`config.mk`:
```
export PLATFORM = sky130hd
export DESIGN_NAME = atm_keypad_entry
export DESIGN_NICKNAME = d
export VERILOG_FILES = /design/src/rtl/atm_keypad_entry_pkg.sv /design/src/rtl/atm_keypad_entry_timeout.sv /design/src/rtl/atm_keypad_entry.sv
export SDC_FILE = /design/constraint.sdc
export NUM_CORES = 1
export LEC_CHECK = 0
export BUFFER_PORTS_ARGS = -buffer_cell sky130_fd_sc_hd__buf_2
export CORE_UTILIZATION = 45
export CTS_CLUSTER_SIZE = 25
export DETAILED_ROUTE_END_ITERATION = 16
export GPL_ROUTABILITY_DRIVEN = 0
export HOLD_SLACK_MARGIN = 0.12
export PLACE_DENSITY = 0.68
export SLEW_MARGIN = 20
export SYNTH_ARGS = -nofsm -noshare
export SYNTH_HDL_FRONTEND = slang
export SYNTH_SLANG_ARGS = --single-unit
```
`constraint.sdc`:
```
create_clock -name clk -period 2.9 [get_ports clk]
set_input_delay 0.58 -clock clk [delete_from_list [all_inputs] [get_ports clk]]
set_output_delay 0.58 -clock clk [all_outputs]
set_load 0.005 [all_outputs]
```
`src/rtl/atm_keypad_entry_pkg.sv`:
```
// rtl/atm_keypad_entry_pkg.sv - shared definitions for the ATM keypad entry front end
package atm_keypad_entry_pkg;

  // Operation codes presented to the ATM controller
  localparam logic [2:0] OP_NONE       = 3'd0;
  localparam logic [2:0] OP_BALANCE    = 3'd1;
  localparam logic [2:0] OP_WITHDRAW   = 3'd2;
  localparam logic [2:0] OP_DEPOSIT    = 3'd3;
  localparam logic [2:0] OP_CHANGE_PIN = 3'd4;

  // Non-digit key codes; 0xD-0xF are reserved and carry no meaning
  localparam logic [3:0] KEY_ENTER  = 4'hA;
  localparam logic [3:0] KEY_CLEAR  = 4'hB;
  localparam logic [3:0] KEY_CANCEL = 4'hC;

  // Operation menu: digit pressed in OP selects the operation
  localparam logic [3:0] MENU_BALANCE    = 4'd1;
  localparam logic [3:0] MENU_WITHDRAW   = 4'd2;
  localparam logic [3:0] MENU_DEPOSIT    = 4'd3;
  localparam logic [3:0] MENU_CHANGE_PIN = 4'd4;

  // Field length limits
  localparam logic [3:0] PIN_DIGITS     = 4'd4;
  localparam logic [3:0] AMT_MAX_DIGITS = 4'd9;

  // Entry state encodings, also exported on entry_state
  typedef enum logic [2:0] {
    ST_IDLE   = 3'd0,
    ST_ACC    = 3'd1,
    ST_PIN    = 3'd2,
    ST_OP     = 3'd3,
    ST_AMT    = 3'd4,
    ST_NEWPIN = 3'd5,
    ST_ISSUE  = 3'd6
  } entry_state_e;

  function automatic logic is_digit(input logic [3:0] code);
    return code <= 4'd9;
  endfunction

endpackage

```
`src/rtl/atm_keypad_entry_timeout.sv`:
```
// rtl/atm_keypad_entry_timeout.sv - inactivity counter that flags the cycle before it reaches its limit
module entry_timeout #(
  parameter int TIMEOUT_CYCLES = 1000
) (
  input  logic clk,
  input  logic rst,
  input  logic clear,
  input  logic enable,
  output logic expired
);

  localparam int CW = (TIMEOUT_CYCLES > 2) ? $clog2(TIMEOUT_CYCLES) : 1;
  // expired is raised while the count sits one below the limit, so the
  // owner acts on the very edge at which the count would reach TIMEOUT_CYCLES-1
  localparam logic [CW-1:0] LAST = CW'(TIMEOUT_CYCLES - 2);

  logic [CW-1:0] cnt;

  // Count enabled idle cycles; any clear or disable restarts from zero
  always_ff @(posedge clk) begin
    if (rst || clear || !enable) begin
      cnt <= '0;
    end else if (cnt != LAST) begin
      cnt <= cnt + CW'(1);
    end
  end

  assign expired = enable && (cnt == LAST);

endmodule

```
`src/rtl/atm_keypad_entry.sv`:
```
// rtl/atm_keypad_entry.sv - keypad entry FSM assembling an ATM transaction request
module atm_keypad_entry
  import atm_keypad_entry_pkg::*;
#(
  parameter int TIMEOUT_CYCLES = 1000
) (
  input  logic        clk,
  input  logic        rst,
  input  logic        key_valid,
  input  logic [3:0]  key_code,
  input  logic        req_ready,
  output logic        req_valid,
  output logic [3:0]  acc_num,
  output logic [15:0] pin,
  output logic [15:0] new_pin,
  output logic [2:0]  operation,
  output logic [31:0] amount,
  output logic [3:0]  digit_count,
  output logic [2:0]  entry_state,
  output logic        abort,
  output logic        timeout_err
);

  entry_state_e state_q, state_d;
  logic [3:0]   acc_d;
  logic [15:0]  pin_d, new_pin_d;
  logic [2:0]   op_d;
  logic [31:0]  amt_d;
  logic [3:0]   cnt_d;
  logic         abort_d, tmo_d, clear_all;
  logic         k_digit, k_enter, k_clear, k_cancel;
  logic         active_q, active_d, tmo_expired;

  assign k_digit  = key_valid && is_digit(key_code);
  assign k_enter  = key_valid && (key_code == KEY_ENTER);
  assign k_clear  = key_valid && (key_code == KEY_CLEAR);
  assign k_cancel = key_valid && (key_code == KEY_CANCEL);

  // Entry states are the ones where CANCEL and the inactivity timer apply
  assign active_q = (state_q != ST_IDLE) && (state_q != ST_ISSUE);
  assign active_d = (state_d != ST_IDLE) && (state_d != ST_ISSUE);

  // Any key restarts the timer; leaving the entry states parks it at zero
  entry_timeout #(
    .TIMEOUT_CYCLES(TIMEOUT_CYCLES)
  ) u_timeout (
    .clk    (clk),
    .rst    (rst),
    .clear  (key_valid || !active_d),
    .enable (active_q),
    .expired(tmo_expired)
  );

  // Next-state and field updates; CANCEL beats expiry, any key beats expiry
  always_comb begin
    state_d   = state_q;
    acc_d     = acc_num;
    pin_d     = pin;
    new_pin_d = new_pin;
    op_d      = operation;
    amt_d     = amount;
    cnt_d     = digit_count;
    abort_d   = 1'b0;
    tmo_d     = 1'b0;
    clear_all = 1'b0;

    if (active_q && k_cancel) begin
      state_d   = ST_IDLE;
      clear_all = 1'b1;
      abort_d   = 1'b1;
    end else if (active_q && !key_valid && tmo_expired) begin
      state_d   = ST_IDLE;
      clear_all = 1'b1;
      abort_d   = 1'b1;
      tmo_d     = 1'b1;
    end else begin
      case (state_q)
        ST_IDLE: begin
          if (k_digit) begin
            acc_d   = key_code;
            cnt_d   = 4'd1;
            state_d = ST_ACC;
          end
        end
        // digit_count doubles as the account-captured flag here
        ST_ACC: begin
          if (k_digit) begin
            acc_d = key_code;
            cnt_d = 4'd1;
          end else if (k_clear) begin
            cnt_d = 4'd0;
          end else if (k_enter && (digit_count != 4'd0)) begin
            cnt_d   = 4'd0;
            state_d = ST_PIN;
          end
        end
        ST_PIN: begin
          if (k_digit && (digit_count < PIN_DIGITS)) begin
            pin_d = {pin[11:0], key_code};
            cnt_d = digit_count + 4'd1;
          end else if (k_clear) begin
            pin_d = '0;
            cnt_d = 4'd0;
          end else if (k_enter && (digit_count == PIN_DIGITS)) begin
            cnt_d   = 4'd0;
            state_d = ST_OP;
          end
        end
        ST_OP: begin
          if (k_digit) begin
            case (key_code)
              MENU_BALANCE: begin
                op_d    = OP_BALANCE;
                state_d = ST_ISSUE;
              end
              MENU_WITHDRAW: begin
                op_d    = OP_WITHDRAW;
                state_d = ST_AMT;
              end
              MENU_DEPOSIT: begin
                op_d    = OP_DEPOSIT;
                state_d = ST_AMT;
              end
              MENU_CHANGE_PIN: begin
                op_d    = OP_CHANGE_PIN;
                state_d = ST_NEWPIN;
              end
              default: ;
            endcase
          end
        end
        // Nine decimal digits always fit in 32 bits, so no overflow check
        ST_AMT: begin
          if (k_digit && (digit_count < AMT_MAX_DIGITS)) begin
            amt_d = (amount << 3) + (amount << 1) + {28'd0, key_code};
            cnt_d = digit_count + 4'd1;
          end else if (k_clear) begin
            amt_d = '0;
            cnt_d = 4'd0;
          end else if (k_enter && (digit_count != 4'd0)) begin
            state_d = ST_ISSUE;
          end
        end
        ST_NEWPIN: begin
          if (k_digit && (digit_count < PIN_DIGITS)) begin
            new_pin_d = {new_pin[11:0], key_code};
            cnt_d     = digit_count + 4'd1;
          end else if (k_clear) begin
            new_pin_d = '0;
            cnt_d     = 4'd0;
          end else if (k_enter && (digit_count == PIN_DIGITS)) begin
            state_d = ST_ISSUE;
          end
        end
        // Request is never withdrawn: only the handshake leaves ISSUE
        ST_ISSUE: begin
          if (req_valid && req_ready) begin
            state_d   = ST_IDLE;
            clear_all = 1'b1;
          end
        end
        default: begin
          state_d   = ST_IDLE;
          clear_all = 1'b1;
        end
      endcase
    end

    if (clear_all) begin
      acc_d     = '0;
      pin_d     = '0;
      new_pin_d = '0;
      op_d      = OP_NONE;
      amt_d     = '0;
      cnt_d     = '0;
    end
  end

  // State and output registers
  always_ff @(posedge clk) begin
    if (rst) begin
      state_q     <= ST_IDLE;
      req_valid   <= 1'b0;
      acc_num     <= '0;
      pin         <= '0;
      new_pin     <= '0;
      operation   <= OP_NONE;
      amount      <= '0;
      digit_count <= '0;
      abort       <= 1'b0;
      timeout_err <= 1'b0;
    end else begin
      state_q     <= state_d;
      req_valid   <= (state_d == ST_ISSUE);
      acc_num     <= acc_d;
      pin         <= pin_d;
      new_pin     <= new_pin_d;
      operation   <= op_d;
      amount      <= amt_d;
      digit_count <= cnt_d;
      abort       <= abort_d;
      timeout_err <= tmo_d;
    end
  end

  assign entry_state = state_q;

endmodule

```
After elaboration in Yosys (flattened, before gate mapping)

Cells that the tools add are included.

Bits in registers: 91
Output and inout port bits: 81
Logic and storage cells: 124

Add/subtract/negate cells: 4
$lt $le $gt $ge: 3
Equality and inequality tests: 22
Multiplexer cells: 42
Bitwise logic cells: 2
Reduce and logical (&&, ||, !) cells: 40

Operators with widths:

| cell                                                             | count |
|---|---|
| 32-bit two-way mux                                               | 2 |
| 3-bit two-way mux                                                | 17 |
| 16-bit two-way mux                                               | 3 |
| 4-bit two-way mux                                                | 10 |
| 32-bit adder                                                     | 1 |
| 32-bit by 4-bit adder with 32-bit output                         | 1 |
| 3-bit one-hot mux with 7 select lines                            | 1 |
| 4-bit one-hot mux with 5 select lines                            | 1 |
| 4-bit AND reduction                                              | 4 |
| 1-bit logical AND                                                | 15 |
| 3-bit == test (second input constant)                            | 4 |
| 4-bit == test (second input constant)                            | 3 |
| 3-bit one-hot mux with 4 select lines                            | 1 |
| 10-bit by 1-bit adder with 10-bit output (second input constant) | 1 |
| 10-bit == test (second input constant)                           | 1 |
| 10-bit != test (second input constant)                           | 1 |
| 3-bit one-hot mux with 3 select lines                            | 1 |
| 4-bit by 2-bit == test with 1-bit output (second input constant) | 2 |
| 4-bit by 3-bit == test with 1-bit output (second input constant) | 2 |
| 4-bit != test (second input constant)                            | 2 |
| 4-bit nonzero test                                               | 2 |
| 2-bit OR reduction                                               | 4 |
| 3-bit by 2-bit == test with 1-bit output (second input constant) | 2 |
| 3-bit != test (second input constant)                            | 2 |
| other kinds (19)                                                 | 30 |

Logic depth before layout (Yosys ltp)

Depth in word-level cells: 15
Gate-level depth with buffers: 12
Depth with buffers taken out: 12

Cells and area by module

A second synthesis with hierarchy kept.

Cell total of the unflattened synthesis: 716
Area total of the unflattened synthesis: 5781.8 µm²

By module, submodules not included:

| module           | instances | cells each | area each (µm²) |
|---|---|---|---|
| atm_keypad_entry | 1         | 654        | 5250.0 |
| entry_timeout    | 1         | 62         | 531.8 |

Worst setup path before layout

OpenSTA, ideal clock, no wires.

Kind: input port to flip-flop
Start point: in key_code[3]
End point: reg amount[28]
Arrival time: 3.001 ns
Data required time: 2.783 ns
Path slack: -0.217 ns
Stages: 11
Path buffers: 0
Cells stage by stage: fa_1 > inv_1 > fa_1 > nand2b_1 > a21oi_1 > o211ai_1 > o211ai_1 > a21oi_1 > o31ai_1 > xor2_1 > a22o_1

Longest elaborated chain between the ends: 5
Elaborated cells on any way between the ends: 15

RTL lines:

| element                                                                                          | RTL line                | source |
|---|---|---|
| from (decl)                                                                                      | atm_keypad_entry.sv:10  | `input logic [3:0] key_code,` |
| parallel branches: the longest is 5 deep, another holds 32-bit by 4-bit adder with 32-bit output | n/a                     |  |
| to (signal assigned)                                                                             | atm_keypad_entry.sv:199 | `amount <= amt_d;` |
| to (decl)                                                                                        | atm_keypad_entry.sv:17  | `output logic [31:0] amount,` |

Parallel ways; which one is timed is not known.
A chain may end at the register's enable or synchronous reset.

Worst setup path after layout

Ends and elaborated chain as after synthesis.

==> reports/qor.txt <==
Outcome: completed
Syn Area/Cell: 8.232 um^2
CTS Buf Count: 9
CTS max path bufs: 2
IO Count: 89
Worst slew margin: 49.56%
Core ar.: 12110 um^2
Critical path peak fanout: 3
Total die area: 13020 um^2
Hold Buf Count CTS: 0
Chip height: 114.1 um
Worst path required time: 3.15 ns
Hold path cells: 2
Share of the synthesized area in the top cell type: 32.21%
Synth cell types: 60
Post-route clock skew: 0.009607 ns
Synthesis-to-layout area growth: 19.05%
Reg2Reg Launch Point: amount[0]$_SDFFE_PP0P_
Pleak: 3.177 nW
WS Path Type: in2reg
Most frequent cells in the layout: dfxtp_1 (90), buf_2 (88), a21oi_1 (85)
Initial antenna violation count: 0
YS warnings: 0
Crit path DAT: 3.05 ns
Rows: 40
Die Wd: 114.1 um
Tmin final: 2.800 ns
Dominant cell type by area after synthesis: dfxtp_1
Largest net degree at the start of global routing: 59
CTS Sinks: 91
Gate Count Post-Synth: 687
DRT Wirelength: 14.04 mm
All-Layer GR Usage: 22.36%
Worst setup path start: key_code[3]
Synth Flop Type: dfxtp_1
Hold/Removal Path Class: reg2reg
Pint: 2.005 mW
CP max-delay cell: fa_2
Final Cycle Share: 96.56%
First-pass GRT wire length: 23.33 mm
Clock share of power: 46.8%
Max_cap viols: 0
Final setup fails: 0
Number of vias in the routed layout: 5238
GR peak layer: met2
Worst Reg-to-Reg Cells: 11
Hold path startpoint: new_pin[15]$_SDFFE_PP0P_
Psw: 0.6292 mW
Nets@finish: 848
CP top delay family: compound AO/OA/AOI/OAI gates
Buf/Inv on CP: 2
Least-Margin Pin Slew: 0.7502 ns
Proportion of layout cells with a drive suffix above 1: 21.38%
DRT antenna net count: 0
Synth area leaders: dfxtp_1 (32%), ha_1 (14%), a21oi_1 (7.7%), nand2_1 (5.2%), nand3_1 (4.8%)
Synth Cell Area: 5655 um^2
CTS clk-pin slew, worst paths: 0.07 ns
Crit end category: register
Root Driver: clkbuf_16
Pre-CTS setup slack: -0.2728 ns
Commonest non-fill, non-tap cell in the layout: dfxtp_1
Met1 GRT Util: 28.78%
Drt pass-1 iters: 4
Initial core utilization: 46.69%
Worst setup SP type: primary input
Vias per cell: 5.519
Worst hold slack: 0.4530 ns
Overflow after GRT: 0
Slew Viols, Final: 0
H-tree lvl count: 3
Routed WL per cell: 14.79 um
Fill count: 1138
Comb power frac: 5.3%
Seq cells post-synth: 91
EDFF count, synth: 0
1st-iter DRT viols: 267
Syn nets: 759
Sequential fraction of the synthesis area: 32.21%
HPWL after DPL: 10.37 mm
Fmax: 357.1 MHz
Vias in the first global route: 4977
Sequential share of power: 47.8%
GRT met2 Usage: 36.61%
DR DRC count: 0
Critical path depth: 12
VDD IR max: 0.2085 mV
Switching share of power: 23.89%
Clock Latency Late Sink: 0.36 ns
Worst-path cell chain: buf_2 > fa_2 > inv_2 > fa_2 > nand2b_4 > a21oi_4 > o211ai_1 > o211ai_1 > a21oi_2 > o31ai_2 > xor2_1 > a22o_1
Ant. Diodes: 0
Worst setup margin: 0.09968 ns
Final Hold Fails: 0
IO Port Bufs: 88
Pwr Density: 391.2 nW/um^2
Crit path largest cell delay: 0.61 ns
TritonCTS clock tree: yes
Met3 usage: 3.388%
Asr flop ratio synth: 0%
stage by stage:
stage          total power, mW  utilization (%)  TNS (ns)  cells  instance area [um^2]
6_report                 2.634            55.59         0    949                  6733
3_3_place_gp             1.423            52.35    -1.752    932                  6340
4_1_cts                  2.655            54.91         0    948                  6650
3_5_place_dp             1.426            52.35    -2.290    932                  6340
5_1_grt                  2.727            55.59  -0.01517    949                  6733
2_1_floorplan            1.388                -  -0.02191    687                  5672
what timing repair did:
action                                  4_1_cts  5_1_grt
setup buffers                                 0        1
endpoints found under the setup margin        0       18
resized for setup                             0       14
synth_stat cells, types with 4 or more instances:
cell type / number
nand2_1: 78
inv_1: 14
a21oi_1: 87
o21bai_1: 6
dfxtp_1: 91
clkbuf_1: 11
xnor2_1: 19
a31oi_1: 7
ha_1: 62
o21ai_1: 6
xor2_1: 21
buf_6: 4
nand4_1: 7
nor2b_1: 5
buf_2: 16
nor3_1: 9
o21ai_0: 18
buf_4: 5
o211ai_1: 8
buf_1: 4
nand2b_1: 11
nand3_1: 54
o21a_1: 4
a21o_1: 12
or3_1: 4
and3_1: 5
nor2_1: 50
a22o_1: 19
a22oi_1: 6
registers in the layout (all words and copies together) (netlist names):
register	flops
amount	32
new_pin	16
pin	16
u_timeout.cnt	10
acc_num	4
digit_count	4
entry_state	3
operation	3
abort	1
req_valid	1
timeout_err	1
layout make-up:
type                       count  area, um^2  share of cell area [%]
timing repair buffer         120       693.2                   10.30
tap                          168       210.2                   3.122
clock buffer                  10       239.0                   3.550
sequential                    91        1823                   27.08
inverter                      14       52.55                  0.7805
multi-input combinational    540        3643                   54.12
clock inverter                 6       71.32                   1.059
worst paths after layout:
kind | end | slack (ns)
worst max-delay path | amount[28]$_SDFFE_PP0P_ | 0.1
worst min-delay path | new_pin[15]$_SDFFE_PP0P_ | 0.45
worst max register to register | amount[28]$_SDFFE_PP0P_ | 0.13
worst min register to register | new_pin[15]$_SDFFE_PP0P_ | 0.45
kinds of logic after synthesis:
group | share of synthesized area [%]
flops | 32.21
compound gates | 21.22
mux | 0.5310
xor+xnor | 6.195
simple gates | 20.44
fa+ha+maj | 14.42
buf+inv | 4.978
worst min-delay path, cell delays in order (launching register included):
cell	delay, ns
dfxtp_1	0.31
nand2_1	0.05
a21oi_1	0.05
power groups by stage:
| stage | combinational, mW | clock, mW | sequential (mW) |
|---|---|---|---|
| after floorplan | 0.101 | 0 | 1.29 |
| after global placement | 0.134 | 0 | 1.29 |
| after detailed placement | 0.137 | 0 | 1.29 |
| after CTS | 0.138 | 1.26 | 1.26 |
| after global routing | 0.156 | 1.31 | 1.26 |
| final | 0.140 | 1.23 | 1.26 |
routing by layer:
| metal | up-vias | wire length [um] |
|---|---|---|
| met2 | 124 | 6708 |
| met3 | 23 | 590 |
| met5 | - | 0 |
| met1 | 2458 | 6452 |
| met4 | 0 | 288 |
| li1 | 2633 | - |
(Power assumes the default switching activity.)
